[config.mk]
export PLATFORM = sky130hd
export DESIGN_NAME = fetch_queue
export DESIGN_NICKNAME = d
export VERILOG_FILES = /design/src/rtl/fetch_queue.sv
export SDC_FILE = /design/constraint.sdc
export NUM_CORES = 1
export LEC_CHECK = 0
export ABC_AREA = 1
export CORE_MARGIN = 1.5
export CORE_UTILIZATION = 40
export CTS_CLUSTER_DIAMETER = 60
export CTS_CLUSTER_SIZE = 14
export DETAILED_ROUTE_END_ITERATION = 8
export GPL_ROUTABILITY_DRIVEN = 0
export PLACE_DENSITY_LB_ADDON = 0.2
export SYNTH_ARGS = -nofsm -noshare
export SYNTH_HDL_FRONTEND = slang
export SYNTH_SLANG_ARGS = --single-unit
[constraint.sdc]
create_clock -name clk -period 4.9 [get_ports clk]
set_input_delay 0.98 -clock clk [delete_from_list [all_inputs] [get_ports clk]]
set_output_delay 0.98 -clock clk [all_outputs]
set_load 0.01 [all_outputs]
[src/rtl/fetch_queue.sv]
// Instruction fetch queue: a FIFO of {pc, instr, taken} entries between ifetch and decode.
// Define FETCH_QUEUE_BYPASS_EN to let an instruction reach decode in the same cycle while the queue is empty.
module fetch_queue #(
    parameter int DEPTH   = 4,
    parameter int INSTR_W = 32,
    parameter int PC_W    = 32
) (
    input  logic                     clk,
    input  logic                     rst_n,
    input  logic                     valid_i,
    output logic                     ready_o,
    input  logic [PC_W-1:0]          pc_i,
    input  logic [INSTR_W-1:0]       instr_i,
    input  logic                     taken_i,
    input  logic                     flush_i,
    output logic                     valid_o,
    input  logic                     ready_i,
    output logic [PC_W-1:0]          pc_o,
    output logic [INSTR_W-1:0]       instr_o,
    output logic                     taken_o,
    output logic [$clog2(DEPTH):0]   count_o
);

    localparam int AW = $clog2(DEPTH);
    localparam int CW = AW + 1;
    localparam logic [CW-1:0] FULL_COUNT = CW'(DEPTH);

    logic [PC_W-1:0]    pc_mem    [DEPTH];
    logic [INSTR_W-1:0] instr_mem [DEPTH];
    logic               taken_mem [DEPTH];

    logic [AW-1:0] head;
    logic [AW-1:0] tail;
    logic [CW-1:0] count;

    logic empty;
    logic bypass;
    logic push;
    logic pop;

    assign empty   = (count == '0);
    assign ready_o = (count != FULL_COUNT);
    assign count_o = count;

`ifdef FETCH_QUEUE_BYPASS_EN
    assign bypass = empty && valid_i && !flush_i;
`else
    assign bypass = 1'b0;
`endif

    // A bypassed instruction consumed by decode this cycle never occupies a slot.
    assign valid_o = !empty || bypass;
    assign pop     = !empty && ready_i && !flush_i;
    assign push    = valid_i && ready_o && !flush_i && !(bypass && ready_i);

    always_comb begin
        pc_o    = pc_mem[head];
        instr_o = instr_mem[head];
        taken_o = taken_mem[head];
        if (bypass) begin
            pc_o    = pc_i;
            instr_o = instr_i;
            taken_o = taken_i;
        end
    end

    // Reset and flush share one path: both discard every entry.
    always_ff @(posedge clk) begin
        if (!rst_n || flush_i) begin
            head  <= '0;
            tail  <= '0;
            count <= '0;
        end else begin
            if (push) begin
                tail <= tail + AW'(1);
            end
            if (pop) begin
                head <= head + AW'(1);
            end
            if (push && !pop) begin
                count <= count + CW'(1);
            end else if (pop && !push) begin
                count <= count - CW'(1);
            end
        end
    end

    always_ff @(posedge clk) begin
        if (push) begin
            pc_mem[tail]    <= pc_i;
            instr_mem[tail] <= instr_i;
            taken_mem[tail] <= taken_i;
        end
    end

endmodule

==> impl_metrics.env, run 1 <==
export IMPL_cts_tree="yes"
export IMPL_clock_latency_ns=0.51
export IMPL_p_leak_nw=4.167
export IMPL_tightestPinTransition_ns=0.8071
export IMPL_ys_ff_latch=269
export IMPL_drt_initial_drc_count=308
export IMPL_period_share_pct=82.85
export IMPL_yosys_area_top_type="edfxtp_1"
export IMPL_slew_violations=0
export IMPL_fp_dieW_um=164.7
export IMPL_grt_pass1_vias=5760
export IMPL_syn_inst=703
export IMPL_cts_made_buffers=24
export IMPL_synth_area_um2=10460
export IMPL_grt_overflow_total=0
export IMPL_slew_headroom_pct=46.19
export IMPL_antenna_found_initial=0
export IMPL_start_util_pct=41.16
export IMPL_synth_edf_count=260
export IMPL_clock_fmax_mhz=246.3
export IMPL_ios=140
export IMPL_avgSynthCellArea_um2=14.87
export IMPL_grt_pass1_wl_um=32150
export IMPL_hold_violations=0
export IMPL_power_per_cell_area_nw_per_um2=356.8
export IMPL_wirelength_um=20980
export IMPL_grt_max_degree=79
export IMPL_clock_root_buffer="clkbuf_16"
export IMPL_synth_top_area_share_pct=74.68
export IMPL_coreArea_um2=25400
export IMPL_startpoint_type="flip-flop"
export IMPL_row_count=58
export IMPL_ant_nets=0
export IMPL_vias_per_cell=4.968
export IMPL_yosysSeqAreaShare_pct=76.40
export IMPL_min_period_ns=4.060
export IMPL_drcViolationCount=0
export IMPL_finClkSkew_ns=0.01004
export IMPL_syn_nets=779
export IMPL_setup_viol=0
export IMPL_slowest_stage="inv_6"
export IMPL_track_usage_pct=15.57
export IMPL_ys_flop_type="edfxtp_1"
export IMPL_clock_path_buffers=3
export IMPL_synth_most_common_cell="edfxtp_1"
export IMPL_fill_cells=2169
export IMPL_fin_nets=916
export IMPL_path_max_fanout=78
export IMPL_synthTopCellsByCount="260 x edfxtp_1, 125 x nor2_1, 90 x o21ai_0, 45 x o22ai_1, 35 x o21ai_1"
export IMPL_crit_chain="inv_6 > buf_4 > nor2_1 > o22ai_1 > clkdlybuf4s50_1"
export IMPL_clock_sinks=269
export IMPL_ctsResizeCount=0
export IMPL_drive_gt1_share_pct=11.40
export IMPL_arrival_ns=3.08
export IMPL_cts_hold_buf=0
export IMPL_die_h_um=164.7
export IMPL_numPortBuffers=139
export IMPL_post_drt_wl_per_cell_um=17.76
export IMPL_rsz0062_at_grt="false"
export IMPL_ys_async_sr_fraction_pct=0
export IMPL_area_delta_synth_final_pct=22.71
export IMPL_synth_distinct_cells=24
export IMPL_post_cts_setup_buffer_count=0
export IMPL_end_kind="output pin"
export IMPL_crit_type="flip-flop to output pin"
export IMPL_clk_pin_slew_worst_paths_ns=0.06
export IMPL_dr_pass1_iters=4
export IMPL_place_area_um2=12120
export IMPL_outcome="finished, final reports clean"
export IMPL_die_area_um2=27120
export IMPL_synth_area_leaders="edfxtp_1 75%, nor2_1 4.5%, o21ai_0 4.3%"
export IMPL_htree_num_levels=1
export IMPL_dpl_hpwl_um=11910
export IMPL_ir_drop_mv=0.3309
export IMPL_hp_class="flip-flop to flip-flop"
export IMPL_final_cell_area_um2=12830
export IMPL_vias=5867
export IMPL_cap_violations=0
export IMPL_cpPeakStageDelay_ns=0.69
export IMPL_finalSetupTns_ns=0
export IMPL_diodes=0
export IMPL_yosys_warnings=0
export IMPL_cp_data_required_time_ns=3.92
## per-stage QoR
step	instances	worst slack, ns	hold WS [ns]	total power, mW	util (%)
floorplan	703	0.4081	0.4674	2.727	-
finish	1181	0.8403	0.5065	4.577	50.51
detailed placement	1144	1.326	0.4982	2.894	47.71
CTS	1181	0.7618	0.5079	4.630	50.51
global placement	1144	1.325	0.4864	2.891	47.71
global route	1181	0.6073	0.5312	4.745	50.51
## registers in the layout, indices dropped and copies added, names as in the netlist, named ones only
name and cells:
instr_mem 128, taken_mem 4, pc_mem 128, head 2
tail 2, count_o 3
## report_power, final
| part | internal [mW] | switching, mW | total [mW] |
|---|---|---|---|
| Combinational | 0.134 | 0.129 | 0.263 |
| Clock | 0.981 | 0.756 | 1.74 |
| Sequential | 2.56 | 0.0129 | 2.58 |
| Total | 3.68 | 0.898 | 4.58 |
## logic make-up after synthesis
| family | synth area share (%) |
|---|---|
| compound gates | 11.68 |
| xor+xnor | 0.08379 |
| fa+ha+maj | 0.7899 |
| buf+inv | 3.530 |
| flops | 76.40 |
| simple gates | 7.516 |
## layout by cell type (no fill, tap or decap)
master	Yosys	layout
o22ai_2	20	20
inv_6	1	2
inv_2	1	1
a21oi_1	4	4
clkbuf_16	0	25
nand3b_1	1	1
ha_1	5	5
dfxtp_2	0	1
o21ai_0	90	90
dfxtp_1	9	7
edfxtp_1	260	260
o21ai_1	35	35
o22ai_1	45	45
buf_12	3	1
nor2_4	20	24
bufinv_16	0	1
dfxtp_4	0	1
nor2_1	125	121
clkdlybuf4s50_1	0	139
inv_1	17	17
clkinv_2	0	1
o21ai_2	5	5
nand2_1	17	17
clkinvlp_4	0	2
nand3_1	4	4
xor2_1	1	1
clkbuf_1	17	7
buf_4	1	13
fa_1	1	1
## critical path, delay by kind of cell (launching register included)
family                 cells  cell delay (ns)
flip-flops                 1             0.58
buffers and inverters      3             1.65
AO/OA/AOI/OAI              1             0.24
AND/OR/NAND/NOR            1             0.06
## routing by layer
metal | wire, um | track usage (%) | up-vias
li1 | - | - | 2879
met1 | 9277 | 20.87 | 2850
met2 | 10390 | 26.22 | 114
met3 | 979 | 2.913 | 24
met4 | 333 | 3.849 | 0
met5 | 0 | 0 | -
## final cells by class
cell class,instances,area [um2],area share (%)
Multi-Input combinational cell,373,2128,16.59
Clock buffer,32,651.9,5.081
Clock inverter,5,58.81,0.4584
Timing Repair Buffer,153,1509,11.76
Tap cell,330,412.9,3.218
Sequential cell,269,7993,62.30
Inverter,19,76.32,0.5949
## path summary, 6_finish.rpt
check	start	end	slack [ns]	cells after the start
hold reg to reg	head[1]$_SDFFE_PP0P_	flip-flop	0.51	2
hold / removal	head[1]$_SDFFE_PP0P_	flip-flop	0.51	2
setup / recovery	flip-flop	instr_o[10]	0.84	5
setup reg to reg	count_o[0]$_SDFFE_PP0P_	count_o[2]$_SDFFE_PP0P_	2.75	13
No activity file was read; power rests on OpenSTA's default activity.
==> inputs of run 2 (changes only) <==
==> constraint.sdc (replaced) <==
create_clock -name clk -period 4.2 [get_ports clk]
set_input_delay 0.84 -clock clk [delete_from_list [all_inputs] [get_ports clk]]
set_output_delay 0.84 -clock clk [all_outputs]
set_load 0.01 [all_outputs]
==> run 2 against run 1 <==
Compared with the run above:
- cell count increased by 0.17%
- combinational power is 18% higher
- utilization about the same
- non-clock buffer count is 2 higher
- count of clock-buffer cells in the layout stayed put
- critical path depth did not move
- first-iteration DRC count grew 5.8%
- routed wire length increased by 1.5%
- die area stayed put
- largest cell class unchanged
==> impl_metrics.env, run 2 (same netlist as run 1, synthesis figures left out) <==
export IMPL_clock_fmax_mhz=287.2
export IMPL_grt_pass1_vias=5839
export IMPL_power_per_cell_area_nw_per_um2=413.1
export IMPL_rsz0062_at_grt="false"
export IMPL_row_count=58
export IMPL_holdWs_ns=0.5125
export IMPL_clock_path_buffers=3
export IMPL_seqCellArea_um2=7993
export IMPL_outcome="finished, final reports clean"
export IMPL_wirelength_um=21300
export IMPL_startpoint_type="flip-flop"
export IMPL_p_leak_nw=4.174
export IMPL_post_drt_wl_per_cell_um=18.01
export IMPL_ctsResizeCount=0
export IMPL_fp_dieW_um=164.7
export IMPL_p_sw_mw=1.070
export IMPL_multi_input_area_um2=2128
export IMPL_drive_gt1_share_pct=11.37
export IMPL_dr_pass1_iters=5
export IMPL_p_seq_share_pct=56.7
export IMPL_combPwrFrac_pct=5.8
export IMPL_die_area_um2=27120
export IMPL_arrival_ns=2.64
export IMPL_cts_made_buffers=24
export IMPL_dpl_hpwl_um=11860
export IMPL_cap_violations=0
export IMPL_final_common_cell="edfxtp_1"
export IMPL_p_int_mw=4.231
export IMPL_ios=140
export IMPL_drcViolationCount=0
export IMPL_tightestPinTransition_ns=0.8546
export IMPL_reg_top3="instr_mem: 128 flops, pc_mem: 128 flops, taken_mem: 4 flops"
export IMPL_finClkSkew_ns=0.008291
export IMPL_slew_headroom_pct=43.03
export IMPL_post_cts_setup_buffer_count=0
export IMPL_pwr_share_clk_pct=37.5
export IMPL_die_h_um=164.7
export IMPL_end_kind="output pin"
export IMPL_min_period_ns=3.482
export IMPL_numPortBuffers=139
export IMPL_hold_violations=0
export IMPL_start_util_pct=41.16
export IMPL_hp_class="flip-flop to flip-flop"
export IMPL_vias_per_cell=5.051
export IMPL_grt_overflow_total=0
export IMPL_fin_nets=918
export IMPL_clock_latency_ns=0.51
export IMPL_drt_initial_drc_count=326
export IMPL_coreArea_um2=25400
export IMPL_ir_drop_mv=0.2740
export IMPL_layout_common_cells="260 x edfxtp_1, 139 x clkdlybuf4s50_1, 121 x nor2_1"
export IMPL_fill_cells=2208
export IMPL_crit_type="flip-flop to output pin"
export IMPL_ant_nets=0
export IMPL_setup_viol=0
export IMPL_power_mw=5.301
export IMPL_path_max_fanout=65
export IMPL_diodes=0
export IMPL_cts_hold_buf=0
export IMPL_p_sw_share_pct=20.18
export IMPL_htree_num_levels=1
export IMPL_vias=5975
export IMPL_track_usage_pct=15.81
export IMPL_clk_pin_slew_worst_paths_ns=0.06
export IMPL_clock_root_buffer="clkbuf_16"
export IMPL_cts_tree="yes"
export IMPL_slew_violations=0
export IMPL_antenna_found_initial=1
export IMPL_grt_pass1_wl_um=32620
export IMPL_cp_data_required_time_ns=3.36
export IMPL_period_share_pct=82.91
export IMPL_grt_max_degree=85
export IMPL_clock_sinks=269
export IMPL_area_delta_synth_final_pct=22.73
-- run 2: cell count changes in the layout (fill, tap and decap cells not counted), sizes merged --
cell / delta
buf: +2
bufinv: -1
clkinv: +2
clkinvlp: -1
-- run 2: final timing paths --
path	start	endpoint	slack, ns	depth (start not counted)
setup / recovery	flip-flop	instr_o[20]	0.72	5
hold / removal	head[0]$_SDFFE_PP0P_	head[0]$_SDFFE_PP0P_	0.51	2
setup reg to reg	count_o[0]$_SDFFE_PP0P_	count_o[2]$_SDFFE_PP0P_	2.06	13
hold reg to reg	head[0]$_SDFFE_PP0P_	head[0]$_SDFFE_PP0P_	0.51	2
-- run 2: area by class of cell --
class / instances / area share [%]
Clock buffer: 32 / 5.080
Clock inverter: 5 / 0.2535
Inverter: 19 / 0.5948
Multi-Input combinational cell: 373 / 16.59
Sequential cell: 269 / 62.29
Tap cell: 330 / 3.218
Timing Repair Buffer: 155 / 11.97
-- run 2: through the flow --
step	setup slack [ns]	TNS (ns)	cell area, um2	util (%)	cells
after CTS	0.6409	0	12830	50.52	1183
final	0.7176	0	12830	50.52	1183
after floorplan	-0.1519	-39.50	10460	-	703
after global routing	0.5133	0	12830	50.52	1183
after detailed placement	1.176	0	12150	47.82	1146
after global placement	1.207	0	12150	47.82	1146
-- run 2: metal layers --
metal / up-vias / GRT usage, % / wire length (um)
met3: 29 / 3.315 / 1150
met5: - / 0 / 11
met4: 2 / 4.013 / 350
met2: 133 / 26.78 / 10460
met1: 2921 / 20.76 / 9335
li1: 2890 / - / -
-- run 2: worst max-delay path, cell delays in order, from the launching register on --
cell and delay, ns:
dfxtp_4 0.36, inv_6 0.47, buf_4 0.39, nor2_1 0.07, o22ai_1 0.24, clkdlybuf4s50_1 0.59
-- run 2: power groups by stage --
stage	Combinational, mW	Clock (mW)	Sequential, mW
floorplan	0.116	0	3.07
global placement	0.313	0	3.06
detailed placement	0.314	0	3.06
CTS	0.316	2.05	3.00
global route	0.338	2.15	3.00
finish	0.310	1.99	3.00
==> inputs of run 3 (changes only) <==
==> constraint.sdc (replaced) <==
create_clock -name clk -period 3.4 [get_ports clk]
set_input_delay 0.68 -clock clk [delete_from_list [all_inputs] [get_ports clk]]
set_output_delay 0.68 -clock clk [all_outputs]
set_load 0.01 [all_outputs]
==> run 3 against run 2 <==
Compared with the run above:
- cell count is 0.34% higher
- critical path type unchanged
- power is 24% higher
- hold slack worse by 0.0010 ns
- via count is 0.79% higher
- routed wire length is 0.21% higher
- critical path depth is 1 lower
- combinational power is 26% higher
- worst setup slack worse by 0.53 ns
- sequential share of layout area is 0.61 points lower
==> impl_metrics.env, run 3 (same netlist as run 1, synthesis figures left out) <==
export IMPL_p_sw_share_pct=20.29
export IMPL_vias_per_cell=5.073
export IMPL_hp_start="head[0]$_SDFFE_PP0P_"
export IMPL_die_area_um2=27120
export IMPL_period_share_pct=94.34
export IMPL_slew_violations=0
export IMPL_p_seq_share_pct=56.2
export IMPL_die_h_um=164.7
export IMPL_power_mw=6.598
export IMPL_ctsResizeCount=0
export IMPL_post_drt_wl_per_cell_um=17.98
export IMPL_grt_max_degree=109
export IMPL_ios=140
export IMPL_combPwrFrac_pct=5.9
export IMPL_fp_dieW_um=164.7
export IMPL_track_usage_pct=15.79
export IMPL_startpoint_type="flip-flop"
export IMPL_cap_violations=0
export IMPL_p_leak_nw=4.214
export IMPL_end_kind="output pin"
export IMPL_cts_hold_buf=0
export IMPL_clock_fmax_mhz=311.8
export IMPL_numPortBuffers=139
export IMPL_clock_root_buffer="clkbuf_16"
export IMPL_wirelength_um=21350
export IMPL_ant_nets=0
export IMPL_holdWs_ns=0.5115
export IMPL_drcViolationCount=0
export IMPL_final_cell_area_um2=12960
export IMPL_setup_viol=0
export IMPL_dpl_hpwl_um=11880
export IMPL_row_count=58
export IMPL_place_area_um2=12240
export IMPL_hold_violations=0
export IMPL_cp_num_buf_inv=2
export IMPL_path_max_fanout=108
export IMPL_htree_num_levels=1
export IMPL_ir_drop_mv=0.2997
export IMPL_drt_initial_drc_count=413
export IMPL_layout_common_cells="260 x edfxtp_1, 139 x clkdlybuf4s50_1, 121 x nor2_1"
export IMPL_rsz0062_at_grt="false"
export IMPL_power_per_cell_area_nw_per_um2=509.2
export IMPL_outcome="finished, final reports clean"
export IMPL_diodes=0
export IMPL_final_common_cell="edfxtp_1"
export IMPL_grt_pass1_vias=5847
export IMPL_dr_pass1_iters=4
export IMPL_p_sw_mw=1.339
export IMPL_crit_chain="buf_12 > o21ai_0 > o22ai_1 > clkdlybuf4s50_1"
export IMPL_antenna_found_initial=0
export IMPL_post_cts_setup_buffer_count=0
export IMPL_drive_gt1_share_pct=11.67
export IMPL_fin_nets=918
export IMPL_min_period_ns=3.208
export IMPL_clock_path_buffers=3
export IMPL_pwr_share_clk_pct=37.9
export IMPL_finClkSkew_ns=0.01782
export IMPL_clock_latency_ns=0.51
export IMPL_p_int_mw=5.259
export IMPL_slowest_stage="clkdlybuf4s50_1"
export IMPL_grt_overflow_total=0
export IMPL_cts_made_buffers=25
export IMPL_clk_pin_slew_worst_paths_ns=0.06
export IMPL_arrival_ns=2.53
export IMPL_critPathTopFamily="buffers and inverters"
export IMPL_cp_data_required_time_ns=2.72
export IMPL_cpPeakStageDelay_ns=0.59
export IMPL_coreArea_um2=25400
export IMPL_vias=6022
export IMPL_grt_pass1_wl_um=32730
export IMPL_slew_headroom_pct=65.45
export IMPL_stdcell_count=1187
export IMPL_finalSetupTns_ns=0
export IMPL_area_delta_synth_final_pct=23.93
export IMPL_post_place_cells=1145
export IMPL_hp_class="flip-flop to flip-flop"
export IMPL_crit_type="flip-flop to output pin"
export IMPL_tightestPinTransition_ns=0.5183
export IMPL_reg_top3="instr_mem: 128 flops, pc_mem: 128 flops, taken_mem: 4 flops"
export IMPL_clock_sinks=269
export IMPL_fill_cells=2186
export IMPL_cts_tree="yes"
export IMPL_r2r_start="count_o[0]$_SDFFE_PP0P_"
export IMPL_start_util_pct=41.16
run 3: final cells by class:
cell class	instances	area [um2]	share of cell area, %
clock buffer	34	659.4	5.089
clock inverter	8	58.81	0.4538
inverter	19	76.32	0.5890
multi-input combinational	373	2128	16.43
sequential	269	7993	61.68
tap	330	412.9	3.187
timing repair buffer	154	1629	12.57
run 3: routing by layer:
| metal | global-route usage [%] | share of wire (%) |
|---|---|---|
| met2 | 26.36 | 48 |
| met4 | 4.996 | 2.5 |
| met3 | 2.587 | 4.5 |
| met5 | 0 | 0 |
| met1 | 21.16 | 45 |
run 3: worst register-to-register path, stage by stage (launching register included):
cell,delay (ns)
dfxtp_1,0.43
nor2_1,0.08
nand2_1,0.13
nand2_1,0.26
inv_1,0.19
ha_1,0.19
inv_1,0.07
fa_1,0.39
inv_1,0.06
nand2_1,0.04
nand3_1,0.09
nand2_1,0.05
nand2_1,0.05
nor2_1,0.03
run 3: path summary, 6_finish.rpt:
| path | endpoint | slack, ns | depth (start not counted) |
|---|---|---|---|
| setup reg to reg | count_o[2]$_SDFFE_PP0P_ | 1.23 | 13 |
| hold / removal | flip-flop | 0.51 | 2 |
| hold reg to reg | flip-flop | 0.51 | 2 |
| setup / recovery | instr_o[15] | 0.19 | 4 |
run 3: power by group through the flow:
stage / sequential (mW) / clock (mW) / combinational, mW
2_1_floorplan: 3.79 / 0 / 0.144
3_3_place_gp: 3.78 / 0 / 0.391
4_1_cts: 3.71 / 2.58 / 0.397
3_5_place_dp: 3.78 / 0 / 0.395
6_report: 3.71 / 2.50 / 0.390
5_1_grt: 3.71 / 2.69 / 0.424
run 3: through the flow:
stage	setup slack [ns]	util [%]
floorplan	-0.7919	-
global placement	0.5727	48.19
detailed placement	0.5014	48.19
CTS	0.1434	51.01
global route	0.04570	51.01
finish	0.1924	51.01
